**config.mk**
```make
export PLATFORM = sky130hd
export DESIGN_NAME = sel_arbiter_2
export DESIGN_NICKNAME = d
export VERILOG_FILES = /design/src/rtl/sel_arbiter_2.sv
export SDC_FILE = /design/constraint.sdc
export NUM_CORES = 1
export LEC_CHECK = 0
export BUFFER_PORTS_ARGS = -buffer_cell sky130_fd_sc_hd__buf_2
export CORE_MARGIN = 1
export CORE_UTILIZATION = 31
export DETAILED_ROUTE_END_ITERATION = 16
export PLACE_DENSITY = 0.8
export RECOVER_POWER = 100
export SYNTH_ARGS = -nofsm -noshare
export SYNTH_HDL_FRONTEND = slang
export SYNTH_SLANG_ARGS = --single-unit
```
**constraint.sdc**
```tcl
create_clock -name clk -period 2 [get_ports clk]
set_input_delay 0.2 -clock clk [delete_from_list [all_inputs] [get_ports clk]]
set_output_delay 0.2 -clock clk [all_outputs]
set_load 0.01 [all_outputs]
```
**src/rtl/sel_arbiter_2.sv**
```systemverilog
// Two-requester round-robin arbiter that drives the 2-to-1 selector and holds grants for bursts.
// Define SEL_ARBITER_STATS_EN to add the saturating grant counters grants_a / grants_b.
module sel_arbiter_2 #(
    parameter int WIDTH     = 32,
    parameter int MAX_BURST = 4
) (
    input  logic             clk,
    input  logic             rst,
    input  logic             valid_a,
    input  logic [WIDTH-1:0] data_a,
    input  logic             valid_b,
    input  logic [WIDTH-1:0] data_b,
    output logic             ready_a,
    output logic             ready_b,
    output logic             out_valid,
    input  logic             out_ready,
    output logic [WIDTH-1:0] out_data,
    output logic             sel,
    output logic             busy
`ifdef SEL_ARBITER_STATS_EN
    ,
    output logic [15:0]      grants_a,
    output logic [15:0]      grants_b
`endif
);

    // state   | meaning
    // IDLE    | no grant held, sel keeps the last winner
    // GRANT_A | source A owns the bus
    // GRANT_B | source B owns the bus
    typedef enum logic [1:0] {IDLE, GRANT_A, GRANT_B} state_t;

    localparam int CW = (MAX_BURST > 1) ? $clog2(MAX_BURST) : 1;
    localparam logic [CW-1:0] LAST = CW'(MAX_BURST - 1);

    state_t        state, state_n;
    logic [CW-1:0] beat_cnt, cnt_n;
    logic          last_a, last_a_n;
    logic          enter_a, enter_b;

    always_ff @(posedge clk or posedge rst) begin
        if (rst) begin
            state    <= IDLE;
            beat_cnt <= '0;
            last_a   <= 1'b0;
        end else begin
            state    <= state_n;
            beat_cnt <= cnt_n;
            last_a   <= last_a_n;
        end
    end

    always_comb begin
        state_n   = state;
        cnt_n     = beat_cnt;
        last_a_n  = last_a;
        enter_a   = 1'b0;
        enter_b   = 1'b0;
        ready_a   = 1'b0;
        ready_b   = 1'b0;
        out_valid = 1'b0;
        busy      = 1'b0;
        unique case (state)
            IDLE: begin
                if (valid_a && valid_b) begin
                    enter_a = !last_a;
                    enter_b = last_a;
                end else begin
                    enter_a = valid_a;
                    enter_b = valid_b;
                end
            end
            GRANT_A: begin
                busy      = 1'b1;
                out_valid = valid_a;
                ready_a   = out_ready;
                if (!valid_a || (out_ready && beat_cnt == LAST)) begin
                    // handover first, re-grant only when the burst ended with A still pending
                    if (valid_b)      enter_b = 1'b1;
                    else if (valid_a) enter_a = 1'b1;
                    else              state_n = IDLE;
                end else if (out_ready) begin
                    cnt_n = beat_cnt + 1'b1;
                end
            end
            GRANT_B: begin
                busy      = 1'b1;
                out_valid = valid_b;
                ready_b   = out_ready;
                if (!valid_b || (out_ready && beat_cnt == LAST)) begin
                    if (valid_a)      enter_a = 1'b1;
                    else if (valid_b) enter_b = 1'b1;
                    else              state_n = IDLE;
                end else if (out_ready) begin
                    cnt_n = beat_cnt + 1'b1;
                end
            end
            default: state_n = IDLE;
        endcase
        if (enter_a) begin
            state_n  = GRANT_A;
            cnt_n    = '0;
            last_a_n = 1'b1;
        end
        if (enter_b) begin
            state_n  = GRANT_B;
            cnt_n    = '0;
            last_a_n = 1'b0;
        end
    end

    // last_a doubles as the selector control: it tracks the current or most recent winner
    assign sel      = last_a;
    assign out_data = sel ? data_a : data_b;

`ifdef SEL_ARBITER_STATS_EN
    always_ff @(posedge clk or posedge rst) begin
        if (rst) begin
            grants_a <= '0;
            grants_b <= '0;
        end else begin
            if (enter_a && grants_a != 16'hFFFF) grants_a <= grants_a + 16'd1;
            if (enter_b && grants_b != 16'hFFFF) grants_b <= grants_b + 16'd1;
        end
    end
`endif

endmodule

```
# [After elaboration in Yosys (flattened, before gate mapping)]
# Cells that the tools add are included.
[op_classes] n_eq_ne=12 n_reduce_logical=13 n_mux=34 addsub=1
[op_table] operator="$mux W32" count=1
[op_table] operator="$ne A4 B4 Y1 const B" count=8
[op_table] operator="$mux W2" count=13
[op_table] operator="$mux W1" count=15
[op_table] operator="$reduce_and A7 Y1" count=1
[op_table] operator="$pmux W1 S3" count=2
[op_table] operator="$pmux W2 S3" count=1
[op_table] operator="$eq A2 B2 Y1 const B" count=2
[op_table] operator="$pmux W2 S2" count=1
[op_table] operator="$reduce_bool A4 Y1" count=1
[op_table] operator="$logic_not A1 Y1" count=3
[op_table] operator="$ne A3 B3 Y1 const B" count=1
[op_table] operator="$reduce_and A3 Y1" count=1
[op_table] operator="$add A2 B1 Y2 const B" count=1
[op_table] operator="$eq A2 B1 Y1 const B" count=1
[op_table] operator="$logic_and A1 B1 Y1" count=2
[op_table] operator="$logic_not A2 Y1" count=1
[op_table] operator="$logic_or A1 B1 Y1" count=2
[op_table] operator="$pmux W1 S2" count=1
[op_table] operator="$reduce_bool A2 Y1" count=1
[op_table] operator="$reduce_or A2 Y1" count=1
[totals] wordCells=63 regBits=5 output_inout_bits=37 inputBits=69

# [Logic depth before layout (Yosys ltp)]
[logic_depth] word_depth=7 ltp_mapped=6 depth_no_buf=6

# [Worst setup path before layout]
# OpenSTA, ideal clock, no wires.
[synth_path] path_type="register to register" startpoint="register beat_cnt[0]" endpoint="register beat_cnt[0]" path_buffers=0 t_arrival_ns=1.468 synth_period_minus_slack_ns=1.546 path_stages_with_launch=6 setup_ns=0.077 t_required_ns=1.923 setup_slack_ns=0.454 path_cell_list="dfrtp_1 > ha_1 > a21bo_1 > a22o_1 > or3_1 > a21oi_1"
[synth_between] elab_chain_len=7 word_cells_on_any_way=21 cone_classes="1 x add/sub; 3 x eq/ne; 12 x mux; 5 x reduce/logical"
[synth_lines] item="start: declaration" line="37" rtl="logic [CW-1:0] beat_cnt, cnt_n;"
[synth_lines] item="start signal: assignment" line="48" rtl="beat_cnt <= cnt_n;"
[synth_lines] item="$eq A2 B2 Y1" line="77, 90"
[synth_lines] item="$logic_and A1 B1 Y1" line="77, 90"
[synth_lines] item="$logic_or A1 B1 Y1, on equally long branches" line="90, 77"
[synth_lines] item="$mux W1, on equally long branches" line="90, 77"
[synth_lines] item="$pmux W1 S3" line="63" rtl="unique case (state)"
[synth_lines] item="$ne A4 B4 Y1 (no source line) (tied with other cells)"
[synth_lines] item="$reduce_and A3 Y1 (no source line) / $mux W2 (equally long branches)"
# Parallel ways exist; a longest one is shown, timed or not. The select of a mux whose other input is x is not followed.
# A chain may end at the register's enable or synchronous reset.

# [Worst setup path after layout]
[layout_path] startpoint="register last_a (netlist: sel)" endpoint="output port out_data[8]"
[layout_between] elab_chain_len=1
[layout_lines] item="start: declaration" line="38" rtl="logic last_a, last_a_n;"
[layout_lines] item="start signal: assignment" line="49" rtl="last_a <= last_a_n;"
[layout_lines] item="$mux W32" line="114" rtl="assign out_data = sel ? data_a : data_b;"
[layout_lines] item="end: declaration" line="17" rtl="output logic [WIDTH-1:0] out_data,"
# No other way between the ends.

==> flow_metrics.tcl <==
set metrics [dict create \
    irDropWorstVdd_mv 0.955 \
    hold_viol 0 \
    initial_core_util 0.344 \
    clkLatencyLatePin_ps 230 \
    wirelength_mm 2.70 \
    place_inst 214 \
    synth_cells 83 \
    cp.required_ps 1800 \
    antenna_found_initial 0 \
    fin_worst_skew_ps 0.127 \
    reg2reg_slack_ps 360 \
    arrival_ps 1480 \
    path_common_cell "clkbuf_1" \
    core_area_mm2 0.00230 \
    overflow 0 \
    cts_tree "built" \
    slew_viol_final 0 \
    grt_pass1_wl_mm 3.65 \
    clockRootBuffer "clkbuf_4" \
    grtUsageTotal 0.179 \
    met1_usage 0.186 \
    postCtsSetupBuffers 0 \
    crit_fanout 9 \
    fin_nets 266 \
    endpoint_kind "output pin" \
    clockBufferDepth 2 \
    cellLeakagePower_nw 0.680 \
    busiest_layer "met2" \
    critPathTopFamily "buffers and inverters" \
    std_cell_rows 17 \
    die_h_um 52.5 \
    timing.rr.start "beat_cnt[0]" \
    internal-power_mw 0.773 \
    antenna_cells 0 \
    layout-drive-gt1-share 0.576 \
    pwr-share-comb 0.799 \
    path_clk_slew_ps 40 \
    fin_ws_ps 323 \
    setup_violations 0 \
    fmax_ghz 0.596 \
    rsz0062_at_grt "false" \
    numCtsBuffers 3 \
    gp_congestion 0.771 \
    crit_type "reg -> out" \
    port_buffers 105 \
    powerDensity_mw_per_mm2 1060 \
    critPathBufInv 2 \
    p_sw_frac 0.457 \
    critPathLaunchType "flop" \
    viasPerCell 4.70 \
    yosysWarnings 0 \
    postLayoutCoreUtil 0.583 \
    netlist_area_um2 790 \
    dp_slack_ps 359 \
    worst_pin_slew_ps 473 \
    max_slew_margin 0.685 \
    switchingPower_mw 0.651 \
    power_frac_clock 0.078 \
    critPathSlowestCell "mux2_2" \
    p_seq_frac 0.123 \
    drtIter0Drc 5 \
    avgSynthCellArea_um2 9.51 \
    layout.cells.non_filler 219 \
    design.die.area_mm2 0.00275 \
    startpoint "sel" \
    cts_hold_buffers 1 \
    finalSetupTns_ps 0 \
    ys_ff_latch 5 \
    min_period_ps 1680 \
    via_count 1030 \
    dieWidth_um 52.5 \
    outcome "finished clean" \
    synth_nets 157 \
    met3_usage 0.0754 \
    use_met2 0.329 \
    io_pins 106 \
    drt_pass1_iterations 4 \
    crit_chain "clkbuf_1, mux2_2, clkbuf_1" \
    hpwl_mm 2.43 \
    postRouteAntennaNets 0 \
    synth_cell_type_count 26 \
    cpPeakStageDelay_ps 390 \
    wl_per_cell_um 12.3 \
    areaGrowthSynthToFinish_pct 69.6 \
    htreeDepth 1 \
    hold_path.class "in -> async" \
    grt_pass1_vias 867 \
    cts.sinks 5 \
    ctsResizeCount 0 \
    grt_max_degree 28 \
    seq_area_frac_synth 0.158 \
    drv_cap 0 \
    fin_crit_sh 0.839 \
    drc_errors 0 \
]
tightest hold or removal path, delay by kind of cell:
family	cells	cell delay, ps
buffers and inverters	3	800
power groups by stage:
stage / clock network (mW) / logic (mW) / registers (mW)
global placement: 0 / 1.19 / 0.177
CTS: 0.116 / 1.21 / 0.176
floorplan: 0 / 0.816 / 0.177
finish: 0.111 / 1.14 / 0.175
global route: 0.124 / 1.26 / 0.182
detailed placement: 0 / 1.20 / 0.178
path summary, 6_finish.rpt:
path	to	cells after the start
setup reg to reg	beat_cnt[0]	5
hold reg to reg	beat_cnt[1]	2
setup / recovery	out_data[8]	3
min in group clk	beat_cnt[1]	4
hold / removal	state[1]	3
max in group asynchronous	beat_cnt[0]	3
per-layer routing:
layer | vias to the layer above | wire length (um)
li1 | 524 | -
met1 | 456 | 912
met2 | 50 | 1440
met3 | 0 | 340
met4 | 0 | 0
met5 | - | 0
cell usage in the layout (no fill, tap or decap):
cell,n
a21bo_2,1
a21bo_1,1
o21ai_0,2
mux2_1,1
a31o_2,1
clkbuf_4,3
a21oi_1,4
a221o_1,1
or3_1,2
nand2b_1,1
a22oi_1,1
inv_1,6
nor2b_1,2
dfrtp_1,5
a221oi_1,1
buf_2,73
clkbuf_1,34
o22ai_1,1
ha_1,5
nand3_1,1
mux2_2,31
nand2_1,5
o2bb2ai_1,1
a311o_1,1
buf_4,1
nor2_1,1
dlygate4sd3_1,1
a22o_1,1
and2_0,2
and4b_1,1
state kept, by name, summed over array words and instances (netlist names):
signal	count
beat_cnt	2
state	2
sel	1
cell type report:
class | count | area (um2)
Clock buffer | 4 | 26.3
Timing Repair Buffer | 108 | 507
Fill cell | 259 | 958
Inverter | 6 | 22.5
Multi-Input combinational cell | 68 | 623
Sequential cell | 5 | 125
Tap cell | 28 | 35.0
cells by family after synthesis:
logic type,count (synthesis),share of synthesized area
AND/OR/NAND/NOR,15,0.103
AO/OA/AOI/OAI,16,0.151
buffers and inverters,10,0.0523
adder cells (fa/ha/maj),5,0.0792
flip-flops,5,0.158
multiplexers,32,0.456
metrics by stage:
step / cell area, um2 / total power, mW / hold slack [ps]
finish: 1340 / 1.42 / 406
global route: 1340 / 1.56 / 413
CTS: 1380 / 1.50 / 395
detailed placement: 1350 / 1.38 / 101
global placement: 1350 / 1.37 / 103
floorplan: 790 / 0.993 / -21.5
cells in the mapped netlist:
cell type  number  area, um2
a22o_1          1       8.76
a221oi_1        1       8.76
a21bo_1         1       10.0
o21ai_0         2       10.0
nor2b_1         2       12.5
o2bb2ai_1       1       8.76
nand2b_1        1       6.26
a31o_2          1       8.76
ha_1            5       62.6
and2_1          2       12.5
dfrtp_1         5        125
a21bo_2         1       10.0
o22ai_1         1       6.26
nand3_1         1       5.00
and4b_1         1       10.0
a221o_1         1       10.0
a21oi_1         4       20.0
nor2_1          1       3.75
or3_1           2       12.5
inv_1           6       22.5
nand2_1         5       18.8
mux2_2         32        360
a311o_1         1       10.0
buf_1           1       3.75
buf_2           3       15.0
a22oi_1         1       7.51
No activity file was read; power rests on OpenSTA's default activity.
